## src/rtl/slc3_mem_pkg.sv

```systemverilog
// Shared types, defaults and helpers for the SLC-3 memory bridge.
package slc3_mem_pkg;

  localparam int unsigned DEF_DATA_W     = 16;
  localparam int unsigned DEF_RAM_AW     = 10;
  localparam int unsigned DEF_INIT_WORDS = 256;
  localparam int unsigned CPU_AW         = 16;

  typedef enum logic [1:0] {
    INIT  = 2'd0,
    DRAIN = 2'd1,
    RUN   = 2'd2
  } bridge_state_t;

  // True when a CPU address falls inside a RAM of 2**aw words.
  function automatic logic in_range(input logic [CPU_AW-1:0] addr, input int unsigned aw);
    return (32'(addr) < (32'd1 << aw));
  endfunction

endpackage

```

## src/rtl/slc3_init_sequencer.sv

```systemverilog
// Preload sequencer: walks the init ROM and turns each returned word into a RAM write
// one cycle later, flagging the last word and pulsing done while the final write drains.
module slc3_init_sequencer
  import slc3_mem_pkg::*;
#(
  parameter int unsigned RAM_AW     = DEF_RAM_AW,
  parameter int unsigned INIT_WORDS = DEF_INIT_WORDS
) (
  input  logic              i_clk,
  input  logic              i_rst,
  input  logic              i_active,
  output logic [RAM_AW-1:0] o_rd_cnt,
  output logic              o_last_c,
  output logic              o_wr_valid,
  output logic [RAM_AW-1:0] o_wr_addr,
  output logic              o_done
);

  localparam int unsigned       LAST_WORD = (INIT_WORDS == 0) ? 0 : INIT_WORDS - 1;
  localparam logic [RAM_AW-1:0] LAST_CNT  = RAM_AW'(LAST_WORD);

  logic [RAM_AW-1:0] r_rd_cnt;
  logic              r_wr_valid;
  logic [RAM_AW-1:0] r_wr_addr;
  logic              r_done;

  assign o_rd_cnt   = r_rd_cnt;
  assign o_last_c   = (r_rd_cnt == LAST_CNT);
  assign o_wr_valid = r_wr_valid;
  assign o_wr_addr  = r_wr_addr;
  assign o_done     = r_done;

  // ROM data lags its address by one cycle, so the write address trails rd_cnt.
  always_ff @(posedge i_clk) begin
    if (i_rst) begin
      r_rd_cnt   <= '0;
      r_wr_valid <= 1'b0;
      r_wr_addr  <= '0;
      r_done     <= 1'b0;
    end else begin
      r_wr_valid <= i_active;
      r_wr_addr  <= r_rd_cnt;
      r_done     <= i_active && o_last_c;
      if (i_active && !o_last_c) begin
        r_rd_cnt <= r_rd_cnt + RAM_AW'(1);
      end
    end
  end

endmodule

```

## src/rtl/slc3_mem_bridge.sv

```systemverilog
// SLC-3 memory bridge: preloads RAM from ROM after reset, then serves CPU reads/writes.
// Optional write protection below WP_LIMIT is enabled by defining BRIDGE_WPROT_EN.
module slc3_mem_bridge
  import slc3_mem_pkg::*;
#(
  parameter int unsigned DATA_W     = DEF_DATA_W,
  parameter int unsigned RAM_AW     = DEF_RAM_AW,
  parameter int unsigned INIT_WORDS = DEF_INIT_WORDS,
  parameter logic [15:0] WP_LIMIT   = 16'h0000
) (
  input  logic              Clk,
  input  logic              Reset,
  input  logic [15:0]       ADDR,
  input  logic              OE,
  input  logic              WE,
  input  logic [DATA_W-1:0] Data_to_SRAM,
  output logic [DATA_W-1:0] Data_from_SRAM,
  output logic              CPU_Hold,
  output logic              Init_Done,
  output logic [RAM_AW-1:0] Rom_Addr,
  input  logic [DATA_W-1:0] Rom_Data,
  output logic [RAM_AW-1:0] Ram_Addr,
  output logic [DATA_W-1:0] Ram_Wdata,
  output logic              Ram_We,
  input  logic [DATA_W-1:0] Ram_Rdata,
  output logic              WP_Violation
);

`ifdef BRIDGE_WPROT_EN
  localparam bit WPROT_EN = 1'b1;
`else
  localparam bit WPROT_EN = 1'b0;
`endif

  bridge_state_t     r_state;
  logic              r_rd_pend;
  logic              r_rd_inr;
  logic              r_wp_viol;

  logic [RAM_AW-1:0] w_rd_cnt;
  logic              w_last_c;
  logic              w_wr_valid;
  logic [RAM_AW-1:0] w_wr_addr;
  logic              w_done;
  logic              w_seq_active;
  logic              w_run;
  logic              w_in_range;
  logic              w_wp_hit;
  logic              w_cpu_wr;
  logic              w_cpu_we;
  logic              w_cpu_rd;

  assign w_seq_active = (r_state == INIT) && (INIT_WORDS != 0);

  slc3_init_sequencer #(
    .RAM_AW     (RAM_AW),
    .INIT_WORDS (INIT_WORDS)
  ) u_seq (
    .i_clk      (Clk),
    .i_rst      (Reset),
    .i_active   (w_seq_active),
    .o_rd_cnt   (w_rd_cnt),
    .o_last_c   (w_last_c),
    .o_wr_valid (w_wr_valid),
    .o_wr_addr  (w_wr_addr),
    .o_done     (w_done)
  );

  assign Rom_Addr     = w_rd_cnt;
  assign WP_Violation = r_wp_viol;

  assign w_run      = (r_state == RUN);
  assign w_in_range = in_range(ADDR, RAM_AW);
  assign w_wp_hit   = WPROT_EN && (ADDR < WP_LIMIT);
  assign w_cpu_wr   = w_run && !WE;
  assign w_cpu_we   = w_cpu_wr && w_in_range && !w_wp_hit;
  assign w_cpu_rd   = w_run && !OE && WE;

  // RAM port: preload pipeline until RUN, then the CPU; Reset kills any access in flight.
  always_comb begin
    Ram_Addr  = w_wr_addr;
    Ram_Wdata = Rom_Data;
    Ram_We    = w_wr_valid;
    if (w_run) begin
      Ram_Addr  = ADDR[RAM_AW-1:0];
      Ram_Wdata = Data_to_SRAM;
      Ram_We    = w_cpu_we;
    end
    if (Reset) begin
      Ram_We = 1'b0;
    end
  end

  // Bridge FSM plus read-capture and write-protect registers.
  always_ff @(posedge Clk) begin
    if (Reset) begin
      r_state        <= INIT;
      CPU_Hold       <= 1'b1;
      Init_Done      <= 1'b0;
      r_rd_pend      <= 1'b0;
      r_rd_inr       <= 1'b0;
      r_wp_viol      <= 1'b0;
      Data_from_SRAM <= '0;
    end else begin
      case (r_state)
        INIT: begin
          if (INIT_WORDS == 0) begin
            r_state   <= RUN;
            CPU_Hold  <= 1'b0;
            Init_Done <= 1'b1;
          end else if (w_last_c) begin
            r_state <= DRAIN;
          end
        end
        DRAIN: begin
          if (w_done) begin
            r_state   <= RUN;
            CPU_Hold  <= 1'b0;
            Init_Done <= 1'b1;
          end
        end
        RUN: r_state <= RUN;
        default: r_state <= INIT;
      endcase

      r_rd_pend <= w_cpu_rd;
      r_rd_inr  <= w_in_range;
      if (r_rd_pend) begin
        Data_from_SRAM <= r_rd_inr ? Ram_Rdata : '0;
      end
      if (w_cpu_wr && w_wp_hit) begin
        r_wp_viol <= 1'b1;
      end
    end
  end

endmodule
```

## config.mk

```make
export PLATFORM = sky130hd
export DESIGN_NAME = slc3_mem_bridge
export DESIGN_NICKNAME = d
export VERILOG_FILES = /design/src/rtl/slc3_mem_pkg.sv /design/src/rtl/slc3_init_sequencer.sv /design/src/rtl/slc3_mem_bridge.sv
export SDC_FILE = /design/constraint.sdc
export NUM_CORES = 1
export LEC_CHECK = 0
export ABC_CLOCK_PERIOD_IN_PS = 2020
export CELL_PAD_IN_SITES_DETAIL_PLACEMENT = 1
export CELL_PAD_IN_SITES_GLOBAL_PLACEMENT = 1
export CORE_UTILIZATION = 26
export CTS_CLUSTER_SIZE = 30
export DETAILED_ROUTE_END_ITERATION = 12
export PLACE_DENSITY = 0.83
export SLEW_MARGIN = 20
export SYNTH_ARGS = -nofsm -noshare
export SYNTH_HDL_FRONTEND = slang
export SYNTH_SLANG_ARGS = --single-unit
```

## constraint.sdc

```tcl
create_clock -name Clk -period 2.02 [get_ports Clk]
set_input_delay 0.202 -clock Clk [delete_from_list [all_inputs] [get_ports Clk]]
set_output_delay 0.202 -clock Clk [all_outputs]
set_load 0.01 [all_outputs]
```

* After elaboration in Yosys (flattened, before gate mapping)
Cells that the tools add are included.
Widths: inputs -> output; s select.
** Storage, ports and cells
- Register bits :: 44
- Memory bits (read-only) :: 0
- Bits in latches :: 0
- Memories :: 0
- RAM bits :: 0
- Bits of input ports :: 68
** Cells by class
- Eq/ne operators :: 5
- Order comparisons :: 1
- Add/sub/neg operators :: 1
- Bitwise logic cells :: 0
- Reductions and logical operators :: 12
- Multipliers :: 0
- Shift operators :: 0
- Muxes and demuxes :: 8
- Div/mod/pow operators :: 0
** Operators with widths (count)
- $mux 16 :: 2
- $lt 16x11->1 const B :: 1
- $add 10x1->10 const B :: 1
- $eq 10x8->1 const B :: 1
- $mux 10 :: 1
- $logic_and 1x1->1 :: 6
- $pmux 2 s3 :: 1
- $mux 2 :: 2
- $reduce_and 2->1 :: 2
- $logic_not 1->1 :: 3
- $eq 2x1->1 const B :: 1
- $eq 2x2->1 const B :: 1
- $logic_not 2->1 :: 1
- $mux 1 :: 2
- $ne 2x1->1 const B :: 1
- $ne 2x2->1 const B :: 1

* Longest topological paths before layout
- Depth in word-level cells :: 5
- Mapped depth :: 7
- Gate-level depth less buffers :: 6

* Modules after synthesis
Synthesis repeated with hierarchy kept, for this count alone.
** Unflattened totals
- Cells, all modules :: 227
- Area, all modules :: 2123.3 sq um
** By module, submodules not included
- slc3_mem_bridge :: cells each 131, seq. area each 440.4 sq um, area each 1216.2 sq um, times used 1
- slc3_init_sequencer :: cells each 96, seq. area each 440.4 sq um, area each 907.1 sq um, times used 1

* Least setup slack after synthesis
Ideal clock, no wire load.
- Path type :: flip-flop to output port
- Start point :: reg r_state[0]
- End point :: out Ram_Addr[1]
- Cell stages (with the launch flop) :: 6
- Data arrival time :: 1474 ps
- Setup slack :: 344 ps
- Required time :: 1818 ps
- Path through :: dfxtp_1 -> inv_1 -> ha_1 -> clkbuf_1 -> buf_2 -> mux2_2
** On the way
- Word-level cells in the longest chain between the ends :: 2
** RTL lines
- from (decl) :: line slc3_mem_bridge.sv:35 : bridge_state_t r_state;
- from (signal assigned) :: line slc3_mem_bridge.sv:97 : r_state <= INIT;
- from (signal assigned) :: line slc3_mem_bridge.sv:108 : r_state <= RUN;
- from (signal assigned) :: line slc3_mem_bridge.sv:112 : r_state <= DRAIN;
- $eq 2x2->1 :: line slc3_mem_bridge.sv:72 : assign w_run = (r_state == RUN);
- $mux 10 :: line slc3_mem_bridge.sv:84 : if (w_run) begin
- to (decl) :: line slc3_mem_bridge.sv:22 : output logic [RAM_AW-1:0] Ram_Addr,
Every way passes these cells.

* Final worst setup path
- Start point :: reg r_state[0]
- End point :: out Ram_Addr[4]
Same word-level chain as after synthesis.

==> results.md <==
- The run finished with clean final reports.
- For this design, the sink count on the clock tree is 44.
- The final setup violation count is 0.
- Once placement completed, the tool counted placed cells totaling 422.
- The cell depth of the worst min-delay path is 3.
- Synthesis produced a netlist with a net count of 282.
- The pre-antenna-repair detailed-routing pass consisted of 4 iterations.
- The worst-case IR drop observed on VDD is 0.000269 V.
- The cell area after placement is 0.00333 mm².
- The worst slew margin relative to its limit is 59.0%.
- The pre-CTS worst setup slack is -0.406 ns.
- The final number of max-transition violations is 0.
- The critical path endpoint category is an output pin.
- The final wirelength is 6470 µm.
- The first-pass GRT wire length is 10,100 µm.
- The library cell used most frequently in the layout, excluding fill and tap cells, is sky130_fd_sc_hd__clkdlybuf4s50_1.
- The layout-stage area growth over the synthesis result is 71.7%.
- The portion of the post-synthesis area used by sequential elements is 43.9%.
- Of all cell types, the one taking the most synthesized area is sky130_fd_sc_hd__dfxtp_1.
- The share of the cycle needed by the critical path after routing is 94.3%.
- The worst setup path category is reg2out.
- The post-detailed-route wirelength per cell is 15.0 µm.
- The smallest hold slack is 0.223 ns.
- The number of global-route vias before repair came to 2,027.
- The total area of sequential cells is 881 µm².
- The average instance in the mapped netlist occupies 9.54 µm².
- Row generation in the floorplan step produced 31 rows.
- In the final layout, the multi-input gates occupy 0.00106 mm².
- Across the run, the number of max-cap violations was 0.
- Excluding fillers, the count of instances in the completed layout stands at 431.
- The share of final-layout standard cells stronger than drive strength 1 is 14.2%.
- The cell depth of the worst flop-to-flop path is 7.
- The Yosys step of the flow raised 0 warnings.
- The cell sitting at the root of the clock tree is a sky130_fd_sc_hd__clkbuf_8.
- The final critical-path setup slack is 0.116 ns.
- Synthesis inferred 44 register bits.
- The final layout contains 404 nets.
- The count of nets left with antenna violations once routing finished came out at 0.
- The number of cells produced by synthesis is 210.
- Entering global routing, the biggest net connects 46 pins.
- The power density normalized to cell area is 476 mW/mm².
- Data arrives at the worst endpoint at 1.70 ns.
- Setup repair after global routing left no endpoint under its margin.
- TritonCTS created 5 clock buffers.
- The number of antenna diodes in the final layout is 0.
- The total core area is 0.00737 mm².
- The die outline height is 89.8 µm.
- The total half-perimeter wirelength after legalization and detailed placement is 4940 µm.
- At the worst endpoint, the required time is 1.82 ns.
- The residual overflow from global routing is 0.
- The die covers 0.00806 mm².
- Clock latency on the worst-skew pair, taken at its later pin, is 0.28 ns.
- The post-layout instance area is 0.00344 mm².
- The quantity of I/O buffers inserted on ports is 122.
- The final critical path time including I/O delays and setup is 1.90 ns.
- The starting density of the core is 27.2%.
- TritonCTS built the clock tree.
- The summed negative setup slack over all endpoints is 0 ns.
- In this run the biggest area consumer among cell types represents 43.9% of the synthesized area.
- In the routed design, unresolved DRC markers number 0.
- Counting along the longest clock path gives a buffer depth of 2.
- The peak clock frequency supported by timing is 525 MHz.
- The ratio of routed vias to standard cells is 4.43.
- The initial antenna violation count was 0.
- The clock input transition at the sequential cells of the worst setup and hold paths is 0.08 ns.
- The hold violation count in the final report came to 0.
- For the pin with the worst max-slew slack, the measured transition is 0.615 ns.
- Ranked by total cell area, the synthesized netlist is headed by sky130_fd_sc_hd__dfxtp_1 44%, sky130_fd_sc_hd__mux2_2 15%, sky130_fd_sc_hd__nor2b_1 7.8%.
- From left edge to right edge, the die measures 89.8 µm.
- The total I/O pin count is 124.
- The overall global routing resource usage is 15.9%.
- The number of different library cells in the post-synthesis netlist is 38.
- The worst setup path is launched from a flip-flop.
- The maximum level of the CTS H-tree is 2.
- The tightest min-delay check is of the in2reg type.
- The first routing iteration left 37 violations.
- The placer congestion estimate is 0.744.
- Across all layers, the routed design uses 1,911 vias.
- The cell area that synthesis handed to floorplanning was 0.00200 mm².
- The analysis attributes to cell leakage a power of 0.00141 µW.
- The filler cell count in the final layout is 863.
- Clock skew on the completed layout was measured at 0.00824 ns.
- The largest driver fanout on the critical path is 15.
- In the layout the commonest cells are 91 x sky130_fd_sc_hd__clkdlybuf4s50_1, 44 x sky130_fd_sc_hd__dfxtp_1, 27 x sky130_fd_sc_hd__nor2_1.
==> per-stage QoR <==
| stage | total power, µW | util (%) |
|---|---|---|
| after floorplan | 970 | - |
| after global placement | 1160 | 45.2 |
| after detailed placement | 1170 | 45.2 |
| after CTS | 1670 | 46.5 |
| after global routing | 1710 | 46.7 |
| final | 1640 | 46.7 |
==> report_power, final <==
| part | switching (µW) | total, µW | leakage, µW | internal (µW) |
|---|---|---|---|---|
| sequential | 8.30 | 884 | 0.000356 | 876 |
| combinational | 77.4 | 244 | 0.00101 | 167 |
| clock | 273 | 509 | 0.0000410 | 235 |
==> cell families after synthesis <==
| logic type | Yosys count | synth area share (%) |
|---|---|---|
| other | 1 | 0.187 |
| AND/OR/NAND/NOR | 79 | 22.0 |
| buffers and inverters | 19 | 4.31 |
| flip-flops | 44 | 43.9 |
| AO/OA/AOI/OAI | 32 | 9.93 |
| multiplexers | 29 | 16.3 |
| XOR/XNOR | 2 | 0.874 |
| adder cells (fa/ha/maj) | 4 | 2.50 |
==> area by class of cell <==
class / instances / share of cell area [%]
Clock buffer: 6 / 2.11
Clock inverter: 1 / 0.145
Inverter: 5 / 0.545
Multi-Input combinational cell: 147 / 30.9
Sequential cell: 44 / 25.6
Tap cell: 99 / 3.60
Timing Repair Buffer: 129 / 37.2
==> worst paths after layout <==
kind              slack (ns)                 to  startpoint
setup / recovery        0.12        Ram_Addr[4]  r_state[0]
hold / removal          0.22           r_rd_inr    ADDR[12]
setup reg to reg        0.24  u_seq.o_rd_cnt[8]  r_state[0]
hold reg to reg         0.47           CPU_Hold    CPU_Hold
==> synthesized netlist by cell type (all sizes together) <==
cell type,n
xor2,1
o31ai,1
a21o,1
nand2b,1
nand3b,1
o21ai,2
mux2,29
a21oi,21
buf,5
or4,2
conb,1
ha,4
nor2b,25
nor4,1
and2,1
nor2,27
nor3b,1
inv,5
o21a,1
a41oi,1
and4,2
clkbuf,9
nand4bb,1
a211oi,4
nor3,4
a41o,1
dfxtp,44
nor4bb,1
xnor2,1
nand2,5
nand3,3
nand4,4
==> routing by layer <==
layer	part of all wire, %	routed length (µm)	GRT usage (%)	vias up
li1	-	-	-	956
met1	39	2540	16.8	902
met2	55	3570	31.1	45
met3	3.7	241	3.38	8
met4	1.9	120	4.92	0
met5	0	0	0	-
==> repair_timing <==
action                     CTS  global route
gates resized for setup     34             6
setup endpoints to repair   27            12
cloned                       1             0
hold buffers                 0             0
buffers inserted             0             1
pin swaps                    0             3
==> sequential cells by signal, indices dropped and copies added, names as in the netlist <==
name	count
r_rd_pend	1
CPU_Hold	1
u_seq.o_done	1
Data_from_SRAM	16
r_state	2
u_seq.o_wr_addr	10
Init_Done	1
u_seq.o_rd_cnt	10
u_seq.o_wr_valid	1
r_rd_inr	1
==> critical path, cell delays in order, from the launching register on <==
cell and delay (ns):
sky130_fd_sc_hd__dfxtp_1 0.32, sky130_fd_sc_hd__inv_2 0.09, sky130_fd_sc_hd__ha_4 0.19, sky130_fd_sc_hd__buf_12 0.16, sky130_fd_sc_hd__mux2_2 0.35, sky130_fd_sc_hd__dlygate4sd2_1 0.30
Power figures use the tool's default switching activity.
